**src/rtl/dcache_wb_dm_if.sv**
```systemverilog
// Bus bundle for the direct-mapped write-back data cache.
// slave: cache side (processor request in, memory request out); master: its environment.
interface dcache_wb_dm_if;
   logic         proc_read;
   logic         proc_write;
   logic [29:0]  proc_addr;
   logic [31:0]  proc_wdata;
   logic         proc_stall;
   logic [31:0]  proc_rdata;
   logic         mem_read;
   logic         mem_write;
   logic [27:0]  mem_addr;
   logic [127:0] mem_wdata;
   logic [127:0] mem_rdata;
   logic         mem_ready;

   modport slave (
      input  proc_read, proc_write, proc_addr, proc_wdata,
      input  mem_rdata, mem_ready,
      output proc_stall, proc_rdata,
      output mem_read, mem_write, mem_addr, mem_wdata
   );

   modport master (
      output proc_read, proc_write, proc_addr, proc_wdata,
      output mem_rdata, mem_ready,
      input  proc_stall, proc_rdata,
      input  mem_read, mem_write, mem_addr, mem_wdata
   );
endinterface

```
**src/rtl/dcache_wb_dm.sv**
```systemverilog
// Direct-mapped, write-back, write-allocate data cache with 4-word lines.
// Ports: clk, rst (async high), bus (dcache_wb_dm_if.slave: processor word
// request + 128-bit block memory). Optional hit/miss counters under the
// macro DCACHE_PERF_CNT_EN (adds hit_cnt, miss_cnt outputs).
module dcache_wb_dm #(
   parameter int LINES = 8,
   parameter int IDX_W = 3
) (
   input  logic clk,
   input  logic rst,
   dcache_wb_dm_if.slave bus
`ifdef DCACHE_PERF_CNT_EN
   ,
   output logic [31:0] hit_cnt,
   output logic [31:0] miss_cnt
`endif
);
   localparam int TAG_W = 28 - IDX_W;

   typedef enum logic [1:0] {
      IDLE,
      WRITEBACK,
      ALLOCATE
   } state_e;

   state_e state_q, state_d;

   logic [LINES-1:0] valid_q;
   logic [LINES-1:0] dirty_q;
   logic [TAG_W-1:0] tag_q [LINES];
   logic [127:0]     data_q [LINES];

   logic         mem_read_q, mem_read_d;
   logic         mem_write_q, mem_write_d;
   logic [27:0]  mem_addr_q, mem_addr_d;
   logic [127:0] mem_wdata_q, mem_wdata_d;

   logic [IDX_W-1:0] idx;
   logic [TAG_W-1:0] tag;
   logic [1:0]       woff;
   logic [31:0]      hit_word;
   logic req, hit, stall, fill, wr_hit, miss;

   assign idx      = bus.proc_addr[IDX_W+1:2];
   assign tag      = bus.proc_addr[29:IDX_W+2];
   assign woff     = bus.proc_addr[1:0];
   assign req      = bus.proc_read | bus.proc_write;
   assign hit      = valid_q[idx] & (tag_q[idx] == tag);
   assign hit_word = data_q[idx][{woff, 5'd0} +: 32];

   always_comb begin
      state_d     = state_q;
      mem_read_d  = mem_read_q;
      mem_write_d = mem_write_q;
      mem_addr_d  = mem_addr_q;
      mem_wdata_d = mem_wdata_q;
      stall       = 1'b0;
      fill        = 1'b0;
      wr_hit      = 1'b0;
      miss        = 1'b0;
      unique case (state_q)
         IDLE: begin
            stall  = req & ~hit;
            wr_hit = bus.proc_write & hit;
            if (req & ~hit) begin
               miss = 1'b1;
               if (valid_q[idx] & dirty_q[idx]) begin
                  state_d     = WRITEBACK;
                  mem_write_d = 1'b1;
                  mem_addr_d  = {tag_q[idx], idx};
                  mem_wdata_d = data_q[idx];
               end else begin
                  state_d    = ALLOCATE;
                  mem_read_d = 1'b1;
                  mem_addr_d = {tag, idx};
               end
            end
         end
         WRITEBACK: begin
            stall = 1'b1;
            if (bus.mem_ready) begin
               state_d     = ALLOCATE;
               mem_write_d = 1'b0;
               mem_read_d  = 1'b1;
               mem_addr_d  = {tag, idx};
            end
         end
         ALLOCATE: begin
            stall = 1'b1;
            if (bus.mem_ready) begin
               state_d    = IDLE;
               mem_read_d = 1'b0;
               fill       = 1'b1;
            end
         end
         default: state_d = IDLE;
      endcase
   end

   // Outputs read as reset values for as long as rst is held.
   assign bus.proc_stall = stall & ~rst;
   assign bus.proc_rdata =
      (state_q == IDLE && hit && !rst) ? hit_word : 32'd0;
   assign bus.mem_read  = mem_read_q;
   assign bus.mem_write = mem_write_q;
   assign bus.mem_addr  = mem_addr_q;
   assign bus.mem_wdata = mem_wdata_q;

   always_ff @(posedge clk or posedge rst) begin
      if (rst) begin
         state_q     <= IDLE;
         mem_read_q  <= 1'b0;
         mem_write_q <= 1'b0;
         mem_addr_q  <= '0;
         mem_wdata_q <= '0;
         valid_q     <= '0;
         dirty_q     <= '0;
      end else begin
         state_q     <= state_d;
         mem_read_q  <= mem_read_d;
         mem_write_q <= mem_write_d;
         mem_addr_q  <= mem_addr_d;
         mem_wdata_q <= mem_wdata_d;
         if (fill) begin
            valid_q[idx] <= 1'b1;
            dirty_q[idx] <= 1'b0;
         end else if (wr_hit) begin
            dirty_q[idx] <= 1'b1;
         end
      end
   end

   // Line payload carries no reset; valid_q alone qualifies it.
   always_ff @(posedge clk) begin
      if (fill && !rst) begin
         data_q[idx] <= bus.mem_rdata;
         tag_q[idx]  <= tag;
      end else if (wr_hit && !rst) begin
         data_q[idx][{woff, 5'd0} +: 32] <= bus.proc_wdata;
      end
   end

`ifdef DCACHE_PERF_CNT_EN
   logic [31:0] hit_cnt_q, miss_cnt_q;

   always_ff @(posedge clk or posedge rst) begin
      if (rst) begin
         hit_cnt_q  <= '0;
         miss_cnt_q <= '0;
      end else begin
         if (state_q == IDLE && req && hit && hit_cnt_q != '1)
            hit_cnt_q <= hit_cnt_q + 32'd1;
         if (miss && miss_cnt_q != '1)
            miss_cnt_q <= miss_cnt_q + 32'd1;
      end
   end

   assign hit_cnt  = hit_cnt_q;
   assign miss_cnt = miss_cnt_q;
`endif
endmodule

```
**src/flat_wrapper.sv**
```systemverilog
// flat-port wrapper written by rule: the top's interface ports become plain ports
module dcache_wb_dm_flat 
#(
   parameter int LINES = 8,
   parameter int IDX_W = 3
)
  (clk, rst, bus_proc_read, bus_proc_write, bus_proc_addr, bus_proc_wdata, bus_mem_rdata, bus_mem_ready, bus_proc_stall, bus_proc_rdata, bus_mem_read, bus_mem_write, bus_mem_addr, bus_mem_wdata);
  dcache_wb_dm_if bus_i ();
  input  logic clk;
  input  logic rst;
  input wire logic [$bits(bus_i.proc_read)-1:0] bus_proc_read;
  input wire logic [$bits(bus_i.proc_write)-1:0] bus_proc_write;
  input wire logic [$bits(bus_i.proc_addr)-1:0] bus_proc_addr;
  input wire logic [$bits(bus_i.proc_wdata)-1:0] bus_proc_wdata;
  input wire logic [$bits(bus_i.mem_rdata)-1:0] bus_mem_rdata;
  input wire logic [$bits(bus_i.mem_ready)-1:0] bus_mem_ready;
  output wire logic [$bits(bus_i.proc_stall)-1:0] bus_proc_stall;
  output wire logic [$bits(bus_i.proc_rdata)-1:0] bus_proc_rdata;
  output wire logic [$bits(bus_i.mem_read)-1:0] bus_mem_read;
  output wire logic [$bits(bus_i.mem_write)-1:0] bus_mem_write;
  output wire logic [$bits(bus_i.mem_addr)-1:0] bus_mem_addr;
  output wire logic [$bits(bus_i.mem_wdata)-1:0] bus_mem_wdata;
  assign bus_i.proc_read = bus_proc_read;
  assign bus_i.proc_write = bus_proc_write;
  assign bus_i.proc_addr = bus_proc_addr;
  assign bus_i.proc_wdata = bus_proc_wdata;
  assign bus_i.mem_rdata = bus_mem_rdata;
  assign bus_i.mem_ready = bus_mem_ready;
  assign bus_proc_stall = bus_i.proc_stall;
  assign bus_proc_rdata = bus_i.proc_rdata;
  assign bus_mem_read = bus_i.mem_read;
  assign bus_mem_write = bus_i.mem_write;
  assign bus_mem_addr = bus_i.mem_addr;
  assign bus_mem_wdata = bus_i.mem_wdata;
  dcache_wb_dm #(.LINES(LINES), .IDX_W(IDX_W)) u_core (.clk(clk), .rst(rst), .bus(bus_i));
endmodule
```
**config.mk**
```make
export PLATFORM = sky130hd
export DESIGN_NAME = dcache_wb_dm_flat
export DESIGN_NICKNAME = d
export VERILOG_FILES = /design/src/rtl/dcache_wb_dm_if.sv /design/src/rtl/dcache_wb_dm.sv /design/src/flat_wrapper.sv
export SDC_FILE = /design/constraint.sdc
export NUM_CORES = 1
export LEC_CHECK = 0
export CELL_PAD_IN_SITES_DETAIL_PLACEMENT = 0
export CELL_PAD_IN_SITES_GLOBAL_PLACEMENT = 1
export CORE_ASPECT_RATIO = 0.8
export CORE_MARGIN = 5
export CORE_UTILIZATION = 40
export DETAILED_ROUTE_END_ITERATION = 10
export PLACE_DENSITY_LB_ADDON = 0.1
export RECOVER_POWER = 25
export SLEW_MARGIN = 30
export SYNTH_ARGS = -nofsm -noshare
export SYNTH_HDL_FRONTEND = slang
export SYNTH_SLANG_ARGS = --single-unit
```
**constraint.sdc**
```tcl
create_clock -name clk -period 8.7 [get_ports clk]
set_input_delay 1.74 -clock clk [delete_from_list [all_inputs] [get_ports clk]]
set_output_delay 1.74 -clock clk [all_outputs]
set_load 0.005 [all_outputs]
```
==> key figures <==
Run status
  – Run status: finished, violations left
  – Failing checks: max-capacitance violations, max-slew violations

Worst setup path
  – CP Capture Type: flop
  – CP arrival: roughly 8.4 ns
  – CP Cell Sequence: buf_8 > buf_4 > mux2_2 > o22ai_1 > nor3_1 > nor3b_1 > nor4bb_1 > and4_1 > clkbuf_1 > o21ai_0 > a221o_1
  – Maximum fanout along the worst path: 74
  – Crit Path Class: in2reg
  – CP max-delay cell: clkbuf_1
  – CP delay by family, top: buffers and inverters
  – FF-to-FF setup slack: 2.08 ns
  – Required time of the critical path: between 9 and 10 ns
  – Crit start category: primary input
  – Largest stage delay, worst path: approximately 2.2 ns
  – Buffer and inverter count on the worst path: 3

Yosys
  – Synthesis warning total: 0
  – Mapped Area: 0.05653 sq mm
  – Synthesis-stage register bit count: around 1.4k
  – Synth async-reset ratio: 12.57%
  – Seq/Total Area, Yosys: between 70% and 80%
  – Post-Syn Instances: roughly 3.5k
  – Yosys cell types: 74
  – Main combinational cell family by area after synthesis: multiplexers
  – Synth Area in Simple Gates: under 10%
  – Multiplexer share of the synthesized area: between 10 and 15%
  – Compound-cell area share of the yosys netlist: 9.212%
  – Post-Synth XOR/XNOR Area: less than 1%
  – Post-Syn Area per Cell: 16.18 sq um
  – Ys flop type: edfxtp_1
  – Syn nets: ~3.7k
  – Number of synthesized flops with an enable pin: roughly 1.2k
  – Post-Synth Adder-Cell Area: less than 1%

Clocking
  – Sink Count: 1,400
  – CTS tree: done
  – Worst-skew pair later-pin latency: 0.78 ns
  – Hold buffer count at CTS: 0
  – Root Driver: clkbuf_16
  – Clock transition at path regs: 0.06 ns
  – Number of post-CTS setup repair buffers: 0
  – PostCTS Resize Cnt: 0
  – H-tree depth: 4
  – CTS Buffer Depth: 3
  – Total CTS buffers: 144

Drt
  – Routed via count: between 30k and 40k
  – WL per Instance: between 30 and 40 microns
  – Drt total wl: 210.5 mm
  – Post-detailed-route via-to-cell ratio: between 5 and 6
  – DRC errors left: 0
  – Iter 0 DRT Violations: around 4.2k
  – First drt pass iteration count: 6
  – Antenna-violating nets left: 0

Floorplanning
  – Die X-Extent: about 430 microns
  – Chip Height: approximately 350 microns
  – Io pins: just under 400
  – # rows: roughly 120
  – Total die area: around 0.15 sq mm
  – Core area: between 0.1 and 0.15 sq mm
  – Initial Utilization: between 40% and 50%

Timing
  – Crit path time final: 7.722 ns
  – Tcrit/Tclk final: 88.76%
  – Rel. slew slack: -158.4%
  – Fmax achieved: 0.1295 GHz
  – Slew @ Worst Pin: about 3.9 ns
  – Fin Setup TNS: 0 ns
  – Final hold vios: 0
  – RSZ-0062 raised after global routing: no
  – Max Slew Vio Count: 414
  – Skew final: just under 0.04 ns
  – Setup-failing EPs final: 0

GRT
  – Initial antenna violation count: 7
  – Largest net degree at the start of global routing: around 110
  – M1 GR Usage: around two fifths
  – First-pass GRT wire length: between 200 and 300 mm
  – GRT overflow: 0
  – GRT busiest layer: met2
  – GR Util met3: 4.918%
  – Vias in the first global route: 34.25k
  – GRT Total Usage: 27.67%
  – Met2 Resource Use GR: a little over two fifths

Placement
  – Gpl congestion: about 0.81
  – Cell Area, Placed: around 0.064 sq mm
  – DP Wirelength: between 100 and 150 mm
  – I/O Buffers: roughly 390

Power
  – Leakage: approximately 0.024 uW
  – Final Power: 15,090 uW
  – Worst ir drop on vdd: 0.0001736 V
  – PD cells: roughly 220 mW/mm^2

Run
  – Total of max-cap violations: 11

Layout
  – Post-route cell area: about 0.068 sq mm
  – Layout Area Growth over Synthesis: 20.67%
  – Fill cell count: 12.06k
  – Layout cells sized above 1: 15.90%
  – Final #Nets: just over 4k

Hold path
  – HP Class: reg2reg
-- path summary, 6_finish.rpt --
kind,from,to,cells past startpoint
max,bus_proc_addr[4],u_core.bus.mem_addr[5],11
min,u_core.valid_q[7],u_core.valid_q[7],1
max reg2reg,u_core.state_q[0],u_core.tag_q[2][15],6
min reg2reg,u_core.valid_q[7],u_core.valid_q[7],1
max in group asynchronous,rst,u_core.bus.mem_wdata[78],3
min in group asynchronous,rst,u_core.bus.mem_addr[4],2
-- cell usage in the layout (no fill, tap or decap), types with 12 or more instances in the layout --
master           instances
dlygate4sd3_1          185
and3_1                  23
edfxtp_1              1224
mux2_2                 123
a22o_1                  28
mux4_2                  88
a21oi_4                 32
nand3_1                 32
nand2_1                217
o22ai_1                 29
clkdlybuf4s50_1        196
nor2b_1                 19
clkbuf_1                52
dfrtp_1                176
nand4_1                 46
a221oi_1                48
a21oi_1                 56
a222oi_1                22
buf_4                  119
o21ai_0                 97
nor2_1                  76
clkinv_1                24
mux2i_1                227
a22oi_1                234
clkbuf_16              148
clkinv_2                17
buf_12                  27
a221o_1                 39
o31ai_1                 64
clkbuf_8                12
inv_1                  142
-- area by class of cell --
type                       instances  area, sq um  area share (%)
antenna                            3        7.507         0.01100
clock buffer                     203         4030           5.908
clock inverter                    59        518.0          0.7593
inverter                         147        559.3          0.8199
multi-input combinational       1706        14250           20.89
sequential                      1400        41160           60.34
tap                             1875         2346           3.439
timing repair buffer             541         5345           7.836
-- where the power goes --
part | switching, uW | total (uW) | leakage, uW | internal [uW]
clock network | 2580 | 6050 | 0.00221 | 3470
registers | 88.6 | 7590 | 0.0134 | 7500
logic | 920 | 1450 | 0.00888 | 529
total | 3590 | 15100 | 0.0245 | 11500
-- Yosys cell counts, types with 48 or more instances --
library cell,count,area [sq um]
clkbuf_1,144,540.5
nor2_1,91,341.6
o31ai_1,64,480.5
a22oi_1,234,1757
o21ai_0,97,485.5
a21oi_1,88,440.4
a221oi_1,48,420.4
mux2i_1,230,2302
inv_1,145,544.3
dfrtp_1,176,4404
nand2_1,218,818.3
edfxtp_1,1224,36760
mux2_2,123,1385
mux4_2,88,1982
-- registers in the layout, summed over array words and instances, names as in the netlist, named ones only --
register              cells
u_core.data_q          1024
u_core.bus.mem_wdata    128
u_core.bus.mem_write      1
u_core.tag_q            200
u_core.bus.mem_addr      28
u_core.valid_q            8
u_core.state_q            2
u_core.bus.mem_read       1
-- layer usage --
layer	vias up	wire [microns]
met1	18840	91650
li1	14730	-
met5	-	40
met3	261	15910
met2	1588	95850
met4	6	7085
-- cells by family (layout without fill, tap and decap cells) --
group,Yosys count,in the layout
flops,1400,1400
xor+xnor,14,14
compound gates,720,720
other cells,0,3
mux,450,450
buf+inv,388,950
simple gates,513,513
fa+ha+maj,9,9
-- per-stage QoR --
| stage | utilization [%] | std cells | hold WS (ns) | setup slack (ns) |
|---|---|---|---|---|
| finish | 48.55 | 5934 | 0.4560 | 0.9782 |
| global placement | 45.32 | 5668 | 0.4353 | 0.9028 |
| detailed placement | 45.33 | 5668 | 0.4427 | 0.8514 |
| CTS | 48.56 | 5930 | 0.4560 | 0.8391 |
| global route | 48.54 | 5931 | 0.4770 | 0.8811 |
| floorplan | - | 3494 | 0.4226 | 0.1751 |
(Power assumes the default switching activity.)
